**src/rtl/pc_sequencer.sv**
```systemverilog
`default_nettype none
// ============================================================================
// Module   : pc_sequencer
// Purpose  : Two-state (FETCH/EXEC) program-counter sequencer. It accepts one
//            decoded instruction per FETCH cycle and resolves branches, output
//            toggles and multi-hot strobe errors in the following EXEC cycle.
// Ports    :
//   clk, rst            - clock; synchronous active-high reset
//   instr_valid/ready   - instruction handshake (ready only in FETCH)
//   bcf, bbf, buc       - branch-on-carry / -borrow / unconditional strobes
//   toggleOut           - invert the output-pin source select
//   carry, borrow       - ALU flags sampled with the instruction
//   r3                  - branch offset; also drives pins when out_sel = 0
//   load_en, load_val   - external PC load (FETCH only, beats instructions)
//   pc                  - program counter
//   out_sel             - 0: pins show r3, 1: pins show pc
//   io_out              - output-pin value (combinational)
//   branch_taken        - one-cycle pulse after a taken branch
//   err                 - sticky multi-hot strobe error
// Revision : 1.0 - initial release
// ============================================================================
module pc_sequencer (
  input  logic       clk,
  input  logic       rst,
  input  logic       instr_valid,
  output logic       instr_ready,
  input  logic       bcf,
  input  logic       bbf,
  input  logic       buc,
  input  logic       toggleOut,
  input  logic       carry,
  input  logic       borrow,
  input  logic [7:0] r3,
  input  logic       load_en,
  input  logic [7:0] load_val,
  output logic [7:0] pc,
  output logic       out_sel,
  output logic [7:0] io_out,
  output logic       branch_taken,
  output logic       err
);

  typedef enum logic [0:0] {
    FETCH = 1'b0,
    EXEC  = 1'b1
  } state_t;

  state_t     state;
  state_t     state_nxt;
  logic [7:0] pc_nxt;
  logic       out_sel_nxt;
  logic       branch_taken_nxt;
  logic       err_nxt;
  logic       capture;

  // Instruction fields held for the EXEC cycle so live inputs can change.
  logic       cap_bcf;
  logic       cap_bbf;
  logic       cap_buc;
  logic       cap_tog;
  logic       cap_carry;
  logic       cap_borrow;
  logic [7:0] cap_r3;

  logic [2:0] strobe_cnt;
  logic       multi_hot;
  logic       take;

  // A pending load blocks acceptance for that cycle.
  assign instr_ready = (state == FETCH) && !load_en && !rst;

  assign strobe_cnt = {2'b00, cap_bcf} + {2'b00, cap_bbf}
                    + {2'b00, cap_buc} + {2'b00, cap_tog};
  assign multi_hot  = (strobe_cnt > 3'd1);
  assign take       = cap_buc | (cap_bcf & cap_carry) | (cap_bbf & cap_borrow);

  assign io_out = out_sel ? pc : r3;

  always_comb begin
    state_nxt        = state;
    pc_nxt           = pc;
    out_sel_nxt      = out_sel;
    branch_taken_nxt = 1'b0;
    err_nxt          = err;
    capture          = 1'b0;
    case (state)
      FETCH: begin
        if (load_en) begin
          pc_nxt = load_val;
        end else if (instr_valid) begin
          capture   = 1'b1;
          state_nxt = EXEC;
        end
      end
      EXEC: begin
        state_nxt = FETCH;
        if (multi_hot) begin
          // Conflicting strobes: flag it and step over the instruction.
          err_nxt = 1'b1;
          pc_nxt  = pc + 8'd1;
        end else if (take) begin
          pc_nxt           = pc + cap_r3;
          branch_taken_nxt = 1'b1;
        end else begin
          pc_nxt      = pc + 8'd1;
          out_sel_nxt = out_sel ^ cap_tog;
        end
      end
      default: state_nxt = FETCH;
    endcase
  end

  always_ff @(posedge clk) begin
    if (rst) begin
      state        <= FETCH;
      pc           <= 8'h00;
      out_sel      <= 1'b0;
      branch_taken <= 1'b0;
      err          <= 1'b0;
    end else begin
      state        <= state_nxt;
      pc           <= pc_nxt;
      out_sel      <= out_sel_nxt;
      branch_taken <= branch_taken_nxt;
      err          <= err_nxt;
    end
  end

  always_ff @(posedge clk) begin
    if (rst) begin
      cap_bcf    <= 1'b0;
      cap_bbf    <= 1'b0;
      cap_buc    <= 1'b0;
      cap_tog    <= 1'b0;
      cap_carry  <= 1'b0;
      cap_borrow <= 1'b0;
      cap_r3     <= 8'h00;
    end else if (capture) begin
      cap_bcf    <= bcf;
      cap_bbf    <= bbf;
      cap_buc    <= buc;
      cap_tog    <= toggleOut;
      cap_carry  <= carry;
      cap_borrow <= borrow;
      cap_r3     <= r3;
    end
  end

endmodule
`default_nettype wire

```
**config.mk**
```make
export PLATFORM = sky130hd
export DESIGN_NAME = pc_sequencer
export DESIGN_NICKNAME = d
export VERILOG_FILES = /design/src/rtl/pc_sequencer.sv
export SDC_FILE = /design/constraint.sdc
export NUM_CORES = 1
export LEC_CHECK = 0
export CAP_MARGIN = 40
export CORE_MARGIN = 5
export CORE_UTILIZATION = 40
export DETAILED_ROUTE_END_ITERATION = 7
export GPL_TIMING_DRIVEN = 1
export PLACE_DENSITY_LB_ADDON = 0.3
export SETUP_SLACK_MARGIN = 0.02
export SYNTH_ARGS = -nofsm -noshare
export SYNTH_HDL_FRONTEND = slang
export SYNTH_SLANG_ARGS = --single-unit
export TNS_END_PERCENT = 30
```
**constraint.sdc**
```tcl
create_clock -name clk -period 5.2 [get_ports clk]
set_clock_uncertainty 0.15 [all_clocks]
set_input_delay 1.04 -clock clk [delete_from_list [all_inputs] [get_ports clk]]
set_output_delay 1.04 -clock clk [all_outputs]
set_load 0.05 [all_outputs]
```
==> flow_metrics.tcl <==
set metrics [dict create \
    outcome "complete, no violations" \
    synth_top_area_share_pct 32.15 \
    antenna_found_initial 0 \
    period_needed_ns 3.922 \
    grt_max_degree 28 \
    drtIter0Drc 106 \
    synth-seq-cells 26 \
    synth_top_area_cell "dfxtp_1" \
    num-nets-final 278 \
    cts_num_sinks 26 \
    initial_core_util_pct 40.77 \
    post-place-cells 287 \
    hold_path_end "cap_r3[4]" \
    area_growth_pct 33.85 \
    drc 0 \
    fmax_ghz 0.2550 \
    synth_edf_count 0 \
    cp-end-kind "output port" \
    clockRootBuffer "clkbuf_8" \
    cts_buffers 3 \
    setup_viol 0 \
    hold_start "cap_r3[4]" \
    tightest_slew_ns 0.5832 \
    dp_hpwl_mm 3.155 \
    fin_cells 291 \
    cts_setup_buffers 0 \
    ys_seq_area_share_pct 32.15 \
    maxSlewViolCount 0 \
    num_rows 23 \
    seqCellArea_um2 520.5 \
    pwr_density_cell_nw_per_um2 241.3 \
    hold_viol 0 \
    cp.buffers_inverters 3 \
    worstSetupStartpointType "input port" \
    worstHoldPathCells 2 \
    cts_tree "built" \
    fin_setup_tns_ns 0 \
    synth_flop_cell "dfxtp_1" \
    synth.distinct_cells 42 \
    final_cell_area_um2 2167 \
    yosysWarnings 0 \
    p_total_mw 0.5230 \
    utilization_pct 54.57 \
    syn_nets 236 \
    crit_arrival_ns 2.73 \
    ff2ff_path_depth 8 \
    io_pins 46 \
    wl_per_cell_um 14.53 \
    cts_htree_levels 1 \
    routed_via_density 5.340 \
    cp_cell_sequence "clkdlybuf4s50_1 -> buf_4 -> nor3_1 -> clkdlybuf4s50_1" \
    grt_pass1_wl_mm 7.155 \
    syn-cell-area_um2 1619 \
    core-area_um2 3971 \
    hp-class "reg2reg" \
    crit_type "in2out" \
    grt_pass1_vias 1536 \
    clockBufferDepth 2 \
    cts-hold-fix-buffers 0 \
    clk_pin_slew_ns 0.09 \
    wirelength_mm 4.227 \
    async_flop_share_pct 0 \
    overflow 0 \
    io_buffers 45 \
    routabilityCongestion 0.8563 \
    slew_headroom_pct 61.12 \
    synth_cells 200 \
    leakagePower_nw 0.8076 \
    cts_resized 0 \
    critPathMaxFanout 13 \
    die-height_um 73.62 \
    fill_cells 396 \
    ant_nets 0 \
    crit_family "buffers and inverters" \
    rsz0062_at_grt "no" \
    synth.area.top_cells "dfxtp_1, nand2_1, a21oi_1" \
    crit_path_frequent_cell "clkdlybuf4s50_1" \
    track_usage_pct 16.69 \
    timing.rr.start "pc[0]" \
    max_stage_delay_ns 0.84 \
    diodes 0 \
    critical-path-slowest-cell "clkdlybuf4s50_1" \
    multi_input_area_um2 1006 \
    reg2reg_to "pc[6]" \
    cap_viol_max_count 0 \
    first_pass_iters 4 \
    design.die.area_um2 5420 \
    ir_worst_vdd_mv 0.1903 \
    clk_latency_ns 0.27 \
    die_x_um 73.62 \
    critPathRequiredTime_ns 4.01 \
    drive_gt1_share_pct 7.054 \
    r2r_slack_ns 2.74 \
    placed_cell_area_um2 2096 \
    syn_avg_cell_area_um2 8.095 \
    vias 1554 \
    min_period_over_period_pct 75.42 \
]
how the worst max path moves through the flow:
stage	start	end	slack, ns	depth (start not counted)
CTS	load_en	instr_ready	1.25	4
detailed placement	load_en	instr_ready	1.25	4
global route	load_en	instr_ready	1.23	4
finish	load_en	instr_ready	1.28	4
floorplan	rst	instr_ready	1.58	3
global placement	load_en	instr_ready	1.28	4
flip-flops by register name (all words and copies together), names as in the netlist:
| name | flops |
|---|---|
| branch_taken | 1 |
| cap_borrow | 1 |
| cap_buc | 1 |
| cap_bbf | 1 |
| out_sel | 1 |
| cap_carry | 1 |
| state | 1 |
| cap_tog | 1 |
| err | 1 |
| pc | 8 |
| cap_bcf | 1 |
| cap_r3 | 8 |
placed cells by master (no fill, tap or decap), drive strengths merged, types with 2 or more instances in the layout:
cell type      count
ha                 8
nor4               2
a211oi             7
o22ai              2
nor3b              2
nor3               6
or2                2
nand2b             4
a221o              2
clkbuf             3
nand4              2
fa                 2
nor2b              3
o21ai              2
buf                3
inv                9
dfxtp             26
clkdlybuf4s50     45
a21oi             21
xnor2              4
nor2              13
xor2               5
nand2             35
nand3              6
mux2i              5
mux2               8
per-layer routing:
metal / vias up / track usage, % / part of all wire, %
li1: 790 / - / -
met1: 726 / 22.73 / 45
met2: 34 / 26.67 / 49
met3: 4 / 3.146 / 5.0
met4: 0 / 5.030 / 1.2
met5: - / 0 / 0
worst reg2reg max path, delay by kind of cell, from the launching register on:
| family | cells | cell delay, ns |
|---|---|---|
| AOI/OAI and AO/OA | 4 | 0.78 |
| buffers and inverters | 1 | 0.06 |
| adders and majority gates | 2 | 0.65 |
| DFF | 1 | 0.52 |
| and+or+nand+nor | 1 | 0.19 |
kinds of logic (layout without fill, tap and decap cells):
logic type               count (synthesis)  count (layout)  synth area share, %
multiplexers                            13              13                8.656
adder cells (fa/ha/maj)                 10              10                8.656
AO/OA/AOI/OAI                           42              42                16.54
flip-flops                              26              26                32.15
AND/OR/NAND/NOR                         80              80                23.42
buffers and inverters                   20              61                5.718
XOR/XNOR                                 9               9                4.868
cell usage after synthesis, types with 2 or more instances:
cell type	count
nand3_1	5
clkbuf_1	6
nand2_1	35
o21ai_0	2
xnor2_1	4
a21oi_1	21
nand4_1	2
buf_2	2
nor2b_1	3
nor3_1	6
nor2_1	13
a211oi_1	7
nand2b_1	4
buf_4	2
ha_1	8
o22ai_1	2
fa_1	2
dfxtp_1	26
mux2_2	8
inv_1	9
xor2_1	5
nor4_1	2
mux2i_1	5
a221o_1	2
nor3b_1	2
area by class of cell:
type	instances	share of cell area (%)
Tap cell	50	2.887
Multi-Input combinational cell	154	46.42
Timing Repair Buffer	48	21.82
Inverter	9	1.559
Clock buffer	3	1.905
Clock inverter	1	1.386
Sequential cell	26	24.02
report_power, final:
part | internal (mW) | leakage (nW) | switching (mW)
Combinational | 0.0588 | 0.559 | 0.0735
Clock | 0.103 | 0.0357 | 0.0637
Sequential | 0.209 | 0.213 | 0.0149
stage by stage:
| step | hold WS [ns] | setup WS (ns) |
|---|---|---|
| 3_5_place_dp | 0.3048 | 1.249 |
| 3_3_place_gp | 0.2948 | 1.282 |
| 4_1_cts | 0.3179 | 1.249 |
| 6_report | 0.3162 | 1.278 |
| 2_1_floorplan | 0.2862 | 1.579 |
| 5_1_grt | 0.3382 | 1.233 |
Note: power is estimated with default switching activity, not from simulation.
